`config.mk`:
```
export PLATFORM = sky130hd
export DESIGN_NAME = rggen_register_host
export DESIGN_NICKNAME = d
export VERILOG_FILES = /design/src/rtl/rggen_register_host.sv
export SDC_FILE = /design/constraint.sdc
export NUM_CORES = 1
export LEC_CHECK = 0
export CAP_MARGIN = 20
export CORE_MARGIN = 2
export CORE_UTILIZATION = 35
export DETAILED_ROUTE_END_ITERATION = 8
export HOLD_SLACK_MARGIN = 0.06
export PLACE_DENSITY_LB_ADDON = 0.1
export SLEW_MARGIN = 10
export SYNTH_ARGS = -nofsm -noshare
export SYNTH_HDL_FRONTEND = slang
export SYNTH_SLANG_ARGS = --single-unit
```
`constraint.sdc`:
```
create_clock -name clk -period 4.5 [get_ports clk]
set_input_delay 0.675 -clock clk [delete_from_list [all_inputs] [get_ports clk]]
set_output_delay 0.675 -clock clk [all_outputs]
set_load 0.005 [all_outputs]
```
`src/rtl/rggen_register_host.sv`:
```
// rtl/rggen_register_host.sv - register access bus initiator: host command in, per-register replies merged into one response
module rggen_register_host #(
    parameter int ADDRESS_WIDTH  = 16,
    parameter int DATA_WIDTH     = 32,
    parameter int REGISTERS      = 1,
    parameter int TIMEOUT_CYCLES = 16
) (
    input  logic                            clk,
    input  logic                            rst,
    input  logic                            i_cmd_valid,
    output logic                            o_cmd_ready,
    input  logic [ADDRESS_WIDTH-1:0]        i_cmd_address,
    input  logic                            i_cmd_write,
    input  logic [DATA_WIDTH-1:0]           i_cmd_write_data,
    output logic                            o_rsp_valid,
    input  logic                            i_rsp_ready,
    output logic [DATA_WIDTH-1:0]           o_rsp_read_data,
    output logic [1:0]                      o_rsp_status,
    output logic                            o_register_request,
    output logic [ADDRESS_WIDTH-1:0]        o_register_address,
    output logic                            o_register_write,
    output logic [DATA_WIDTH-1:0]           o_register_write_data,
    input  logic [REGISTERS-1:0]            i_register_select,
    input  logic [REGISTERS-1:0]            i_register_ready,
    input  logic [REGISTERS*DATA_WIDTH-1:0] i_register_read_data,
    input  logic [REGISTERS*2-1:0]          i_register_status
);

    localparam logic [1:0] IDLE     = 2'd0;
    localparam logic [1:0] ACCESS   = 2'd1;
    localparam logic [1:0] RESPONSE = 2'd2;

    localparam logic [1:0] STATUS_OKAY         = 2'b00;
    localparam logic [1:0] STATUS_EXOKAY       = 2'b01;
    localparam logic [1:0] STATUS_SLAVE_ERROR  = 2'b10;
    localparam logic [1:0] STATUS_DECODE_ERROR = 2'b11;

    // Counter is one bit wider than strictly needed so it can never wrap.
    localparam int              CW           = $clog2(TIMEOUT_CYCLES + 1);
    localparam logic [CW-1:0]   TIMEOUT_LAST = CW'(TIMEOUT_CYCLES - 1);
    localparam logic [CW-1:0]   CNT_ONE      = CW'(1);
    localparam logic [REGISTERS-1:0] SEL_ONE = REGISTERS'(1);

    logic [1:0]               r_state;
    logic [CW-1:0]            r_counter;
    logic                     r_request;
    logic [ADDRESS_WIDTH-1:0] r_address;
    logic                     r_write;
    logic [DATA_WIDTH-1:0]    r_write_data;
    logic                     r_rsp_valid;
    logic [DATA_WIDTH-1:0]    r_rsp_read_data;
    logic [1:0]               r_rsp_status;

    logic                     w_single_select;
    logic                     w_sel_ready;
    logic [DATA_WIDTH-1:0]    w_sel_data;
    logic [1:0]               w_sel_status;
    logic [1:0]               w_mapped_status;

    // Exactly one select bit set: nonzero and clearing the lowest set bit leaves zero.
    assign w_single_select = (i_register_select != '0) &&
                             ((i_register_select & (i_register_select - SEL_ONE)) == '0);

    // Merge the selected slot's reply; only meaningful when exactly one slot is selected.
    always_comb begin
        w_sel_ready  = 1'b0;
        w_sel_data   = '0;
        w_sel_status = '0;
        for (int k = 0; k < REGISTERS; k++) begin
            if (i_register_select[k]) begin
                w_sel_ready  = w_sel_ready | i_register_ready[k];
                w_sel_data   = w_sel_data | i_register_read_data[k*DATA_WIDTH +: DATA_WIDTH];
                w_sel_status = w_sel_status | i_register_status[2*k +: 2];
            end
        end
    end

    // EXOKAY has no meaning to the host side and is folded into OKAY.
    assign w_mapped_status = (w_sel_status == STATUS_EXOKAY) ? STATUS_OKAY : w_sel_status;

    // Command acceptance, access sequencing with timeout, and response holding.
    always_ff @(posedge clk) begin
        if (rst) begin
            r_state         <= IDLE;
            r_counter       <= '0;
            r_request       <= 1'b0;
            r_address       <= '0;
            r_write         <= 1'b0;
            r_write_data    <= '0;
            r_rsp_valid     <= 1'b0;
            r_rsp_read_data <= '0;
            r_rsp_status    <= STATUS_OKAY;
        end else begin
            case (r_state)
                IDLE: begin
                    if (i_cmd_valid) begin
                        r_address    <= i_cmd_address;
                        r_write      <= i_cmd_write;
                        r_write_data <= i_cmd_write_data;
                        r_counter    <= '0;
                        r_request    <= 1'b1;
                        r_state      <= ACCESS;
                    end
                end
                ACCESS: begin
                    if (!w_single_select) begin
                        r_rsp_read_data <= '0;
                        r_rsp_status    <= STATUS_DECODE_ERROR;
                        r_request       <= 1'b0;
                        r_rsp_valid     <= 1'b1;
                        r_state         <= RESPONSE;
                    end else if (w_sel_ready) begin
                        r_rsp_read_data <= r_write ? '0 : w_sel_data;
                        r_rsp_status    <= w_mapped_status;
                        r_request       <= 1'b0;
                        r_rsp_valid     <= 1'b1;
                        r_state         <= RESPONSE;
                    end else if (r_counter == TIMEOUT_LAST) begin
                        r_rsp_read_data <= '0;
                        r_rsp_status    <= STATUS_SLAVE_ERROR;
                        r_request       <= 1'b0;
                        r_rsp_valid     <= 1'b1;
                        r_state         <= RESPONSE;
                    end else begin
                        r_counter <= r_counter + CNT_ONE;
                    end
                end
                RESPONSE: begin
                    if (i_rsp_ready) begin
                        r_rsp_valid <= 1'b0;
                        r_state     <= IDLE;
                    end
                end
                default: begin
                    r_state     <= IDLE;
                    r_request   <= 1'b0;
                    r_rsp_valid <= 1'b0;
                end
            endcase
        end
    end

    assign o_cmd_ready           = (r_state == IDLE) && !rst;
    assign o_rsp_valid           = r_rsp_valid;
    assign o_rsp_read_data       = r_rsp_read_data;
    assign o_rsp_status          = r_rsp_status;
    assign o_register_request    = r_request;
    assign o_register_address    = r_address;
    assign o_register_write      = r_write;
    assign o_register_write_data = r_write_data;

endmodule

```
Word-level counts from Yosys, hierarchy flattened
Index checks and enable logic that the tools add are counted.

Bits in registers: 92. Logic and storage cells: 68. Input port bits: 89. Output and inout port bits: 86.

Bitwise logic cells: 4. Eq/ne operators: 11. Add/subtract/negate cells: 2. Reduce and logical (&&, ||, !) cells: 11. Mux-type cells: 31.

Operator list (count): $mux 32 (5); $mux 5 (4); $mux 2 (9); $ne 2x2->1 const B (5); $pmux 5 s2 (1); $mux 1 (9); $reduce_and 3->1 (3); $pmux 1 s3 (2); $pmux 2 s3 (1); $add 5x1->5 const B (1); $eq 5x4->1 const B (1); $reduce_and 5->1 (1); $eq 2x1->1 const B (2); $ne 4x4->1 const B (1); $reduce_and 2->1 (2); $ne 3x1->1 const B (1); $not 1->1 (3); $eq 2x2->1 const B (1); $logic_and 1x1->1 (2); $logic_not 2->1 (1); $reduce_bool 2->1 (1); $and 1x1->1 (1); $logic_not 1->1 (1); $sub 1x1->1 const B (1).

Logic depth before layout (Yosys ltp)
Word-level depth: 6. Depth in mapped cells: 8. Depth with buffers taken out: 6.

Least setup slack after synthesis
No wires, ideal clock.

Path kind: flip-flop to flip-flop. Start point: register r_counter[0]. End point: register r_counter[3]. Setup time: 0.074 ns. Required time: 4.426 ns. Path buffers: 1. Setup slack: 2.507 ns. Cell stages (with the launch flop): 8. Clock period less this slack: 1.993 ns. Data arrival time: 1.919 ns. Path through: dfxtp_1 ha_1 and3_1 ha_1 or3b_1 clkbuf_1 or4_1 a31oi_1.

Longest elaborated chain between the ends: 5. Elaborated cells between the ends (all ways): 8. Those cells by class: add/sub (1); eq/ne (2); mux (4); reduce/logical (1).

RTL lines: start: declaration (RTL line 45) `logic [CW-1:0] r_counter;`; start signal: assignment (RTL line 125) `r_counter <= r_counter + CNT_ONE;`; $add 5x1->5 (RTL line 125); $mux 5 (RTL line 118) `end else if (r_counter == TIMEOUT_LAST) begin`; $mux 5 (RTL line 112) `end else if (w_sel_ready) begin`; $mux 5 (RTL line 106) `if (!w_single_select) begin`; $pmux 5 s2 (RTL line 94) `case (r_state)`.

Parallel ways exist; a longest one is shown, timed or not. The select of a mux whose other input is x is not followed. A chain may end at the register's enable or synchronous reset.

Final worst setup path
Same ends and word-level chain as after synthesis.

==> metrics.txt <==
Worst setup EP type flop; Remaining Overflow, GRT 0; initial antenna violation count 0; CTS root buffer clkbuf_8; Site Rows 36; Netlist cell types 29; Compound-Gate Fraction of Synth Area 19.8%; I/O Pins 175; Syn Std Cell Area 3460 sq um; Mapped Nets 519; Synth Area in Simple Gates 20.9%; synthesized flop and latch total 92; Longest Clk Path Bufs 2; vias in the first global route 3360; combinational family with the most area after synthesis simple AND/OR/NAND/NOR gates; GRT Overall Usage 18.7%; Post-DRT Antenna Nets 0; hpwl dp 6.51 mm; Setup Buffers After CTS 0; mux cell area share after synthesis 0.290%; worst path bufs/invs 0; delay-heaviest family, CP simple AND/OR/NAND/NOR gates; number of diodes 0; cell count after synthesis 428; class of the worst hold path reg2reg; Num CTS Buffers 9; Worst Path Max Fanout 21; relative slew slack 36.4%; DR DRC count 0; first-pass GRT wire length 15.9 mm; top_reg_cell synth dfxtp_1; Area Overhead vs Synth 59.1%; post-synthesis xor/xnor area fraction 0%; TNS Setup 0 ns; largest net degree at the start of global routing 93; TritonCTS clock tree yes; Final Hold Vio Count 0; maxcap violations 0; chip height 103 um; final wirelength 10.0 mm; Slew Viols, Final 0; Post-CTS Hold Buffers 0; period utilization 52.6%; Setup CP Type reg2reg; Worst-path clk slew 0.09 ns; Vias/cell 4.94; CTS sink cnt 92; unrepaired setup endpoints after global routing false; EDFF count, synth 0; chip width 103 um; Core Footprint 9680 sq um; worst vdd rail ir drop 122 uV; Syn Area/Cell 8.07 sq um; Worst-Margin Slew 0.953 ns; Critical Path AT 2.64 ns; # nets final 669; share of cells above drive strength 1 4.97%; RePlAce Congestion 0.709; ys async rst share 0%; WHS 0.454 ns; crit-path most repeated cell ha_1; Static Leakage 1.89 nW; Final min period 2.37 ns; Via Count 3536; H-tree depth 3; status complete, no violations; PwrDens 314 nW/um^2; Starting Density 35.7%; Initial DRC Count 96; die area 10700 sq um; Setup crit start kind flop; CP peak stage delay 0.64 ns; Setup Skew 0.0127 ns; final setup vio count 0; critical path cell sequence ha_1 -> and3_1 -> ha_1 -> or3b_1 -> or4_1 -> a31oi_1; routed len/inst 14.0 um; Port Buffers 174; first-pass iteration count of the detailed router 4; Yosys Warn Count 0; PostCTS Resize Cnt 0; Worst-Skew Late Latency 0.35 ns; WP data required 4.78 ns; sequential area share after synthesis 53.3%; CP max-delay cell or3b_1; achievable frequency 422 MHz; Synth Area in Adders 0.724%
layout make-up:
cell class | count | area [sq um]
inverter | 1 | 3.75
tap | 133 | 166
fill | 927 | 4190
clock buffer | 11 | 141
multi-input combinational | 291 | 1450
sequential | 92 | 1840
timing repair buffer | 183 | 1830
clock inverter | 5 | 61.3
routing by layer:
layer  wire [um]  vias up  global-route usage [%]  part of all wire [%]
met1        4190     1634                    22.6                    42
met4         118        0                    7.39                   1.2
met3         895        8                    6.32                   8.9
li1            -     1777                       -                     -
met5           0        -                       0                     0
met2        4820      117                    30.6                    48
worst register-to-register path, delay by kind of cell, from the launching register on:
kind / cells / cell delay, ns
DFF: 1 / 0.34
AOI/OAI and AO/OA: 1 / 0.13
and+or+nand+nor: 3 / 1.40
adders and majority gates: 2 / 0.42
cell usage after synthesis (2+ instances only):
library cell,n,area [sq um]
a21oi_1,88,440
buf_2,4,20.0
nor3b_1,2,15.0
nand4_1,33,206
nand2_1,102,383
dfxtp_1,92,1840
a211oi_1,2,15.0
clkbuf_1,39,146
o211ai_1,4,30.0
ha_1,2,25.0
nor3_1,3,15.0
nand3_1,3,15.0
a31oi_1,2,12.5
o21ai_0,34,170
or3_1,2,12.5
nor2_1,3,11.3
through the flow:
stage / instances / instance area [sq um] / total power [W] / setup slack [ns] / utilization [%]
finish: 716 / 5500 / 0.00173 / 2.13 / 56.8
global route: 716 / 5500 / 0.00182 / 1.95 / 56.8
CTS: 715 / 5480 / 0.00175 / 2.10 / 56.6
detailed placement: 699 / 5280 / 0.00118 / 1.84 / 54.5
global placement: 698 / 5250 / 0.00117 / 1.86 / 54.3
floorplan: 428 / 3460 / 0.000999 / 2.51 / -
worst paths after layout:
path / from / endpoint / slack (ns) / cells past startpoint
worst max-delay path: r_counter[0] / r_counter[3] / 2.13 / 6
worst min-delay path: o_register_write_data[25] / o_register_write_data[25] / 0.45 / 2
worst max register to register: r_counter[0] / r_counter[3] / 2.13 / 6
worst min register to register: o_register_write_data[25] / o_register_write_data[25] / 0.45 / 2
where the power goes:
| part | internal [W] | total [W] | leakage (nW) | switching [W] |
|---|---|---|---|---|
| clock | 0.000273 | 0.000564 | 0.0918 | 0.000291 |
| combinational | 0.000165 | 0.000292 | 1.05 | 0.000127 |
| sequential | 0.000851 | 0.000871 | 0.750 | 0.0000198 |
state kept, by name, indices dropped and copies added (netlist names):
| signal | flops |
|---|---|
| r_state | 2 |
| o_rsp_valid | 1 |
| o_rsp_status | 2 |
| o_register_address | 16 |
| o_register_write_data | 32 |
| o_register_request | 1 |
| o_rsp_read_data | 32 |
| o_register_write | 1 |
| r_counter | 5 |
layout by cell type, fill, tap and decap left out, types with 2 or more instances in the layout:
cell type	synthesis	routed
nand2_1	102	102
nand4_1	33	33
nor3_1	3	3
nor2_1	3	3
nand3_1	3	3
clkinvlp_4	0	3
dfxtp_1	92	92
o21ai_0	34	34
nor3b_2	0	2
clkdlybuf4s50_1	0	173
o211ai_1	4	4
a211oi_1	2	2
a21oi_1	88	88
ha_1	2	2
a31oi_1	2	2
or3_1	2	2
buf_4	0	7
clkbuf_8	0	10
kinds of logic after synthesis:
group,after synthesis
fa+ha+maj,2
buf+inv,45
compound gates,132
mux,1
simple gates,156
flops,92
Power figures use the tool's default switching activity.
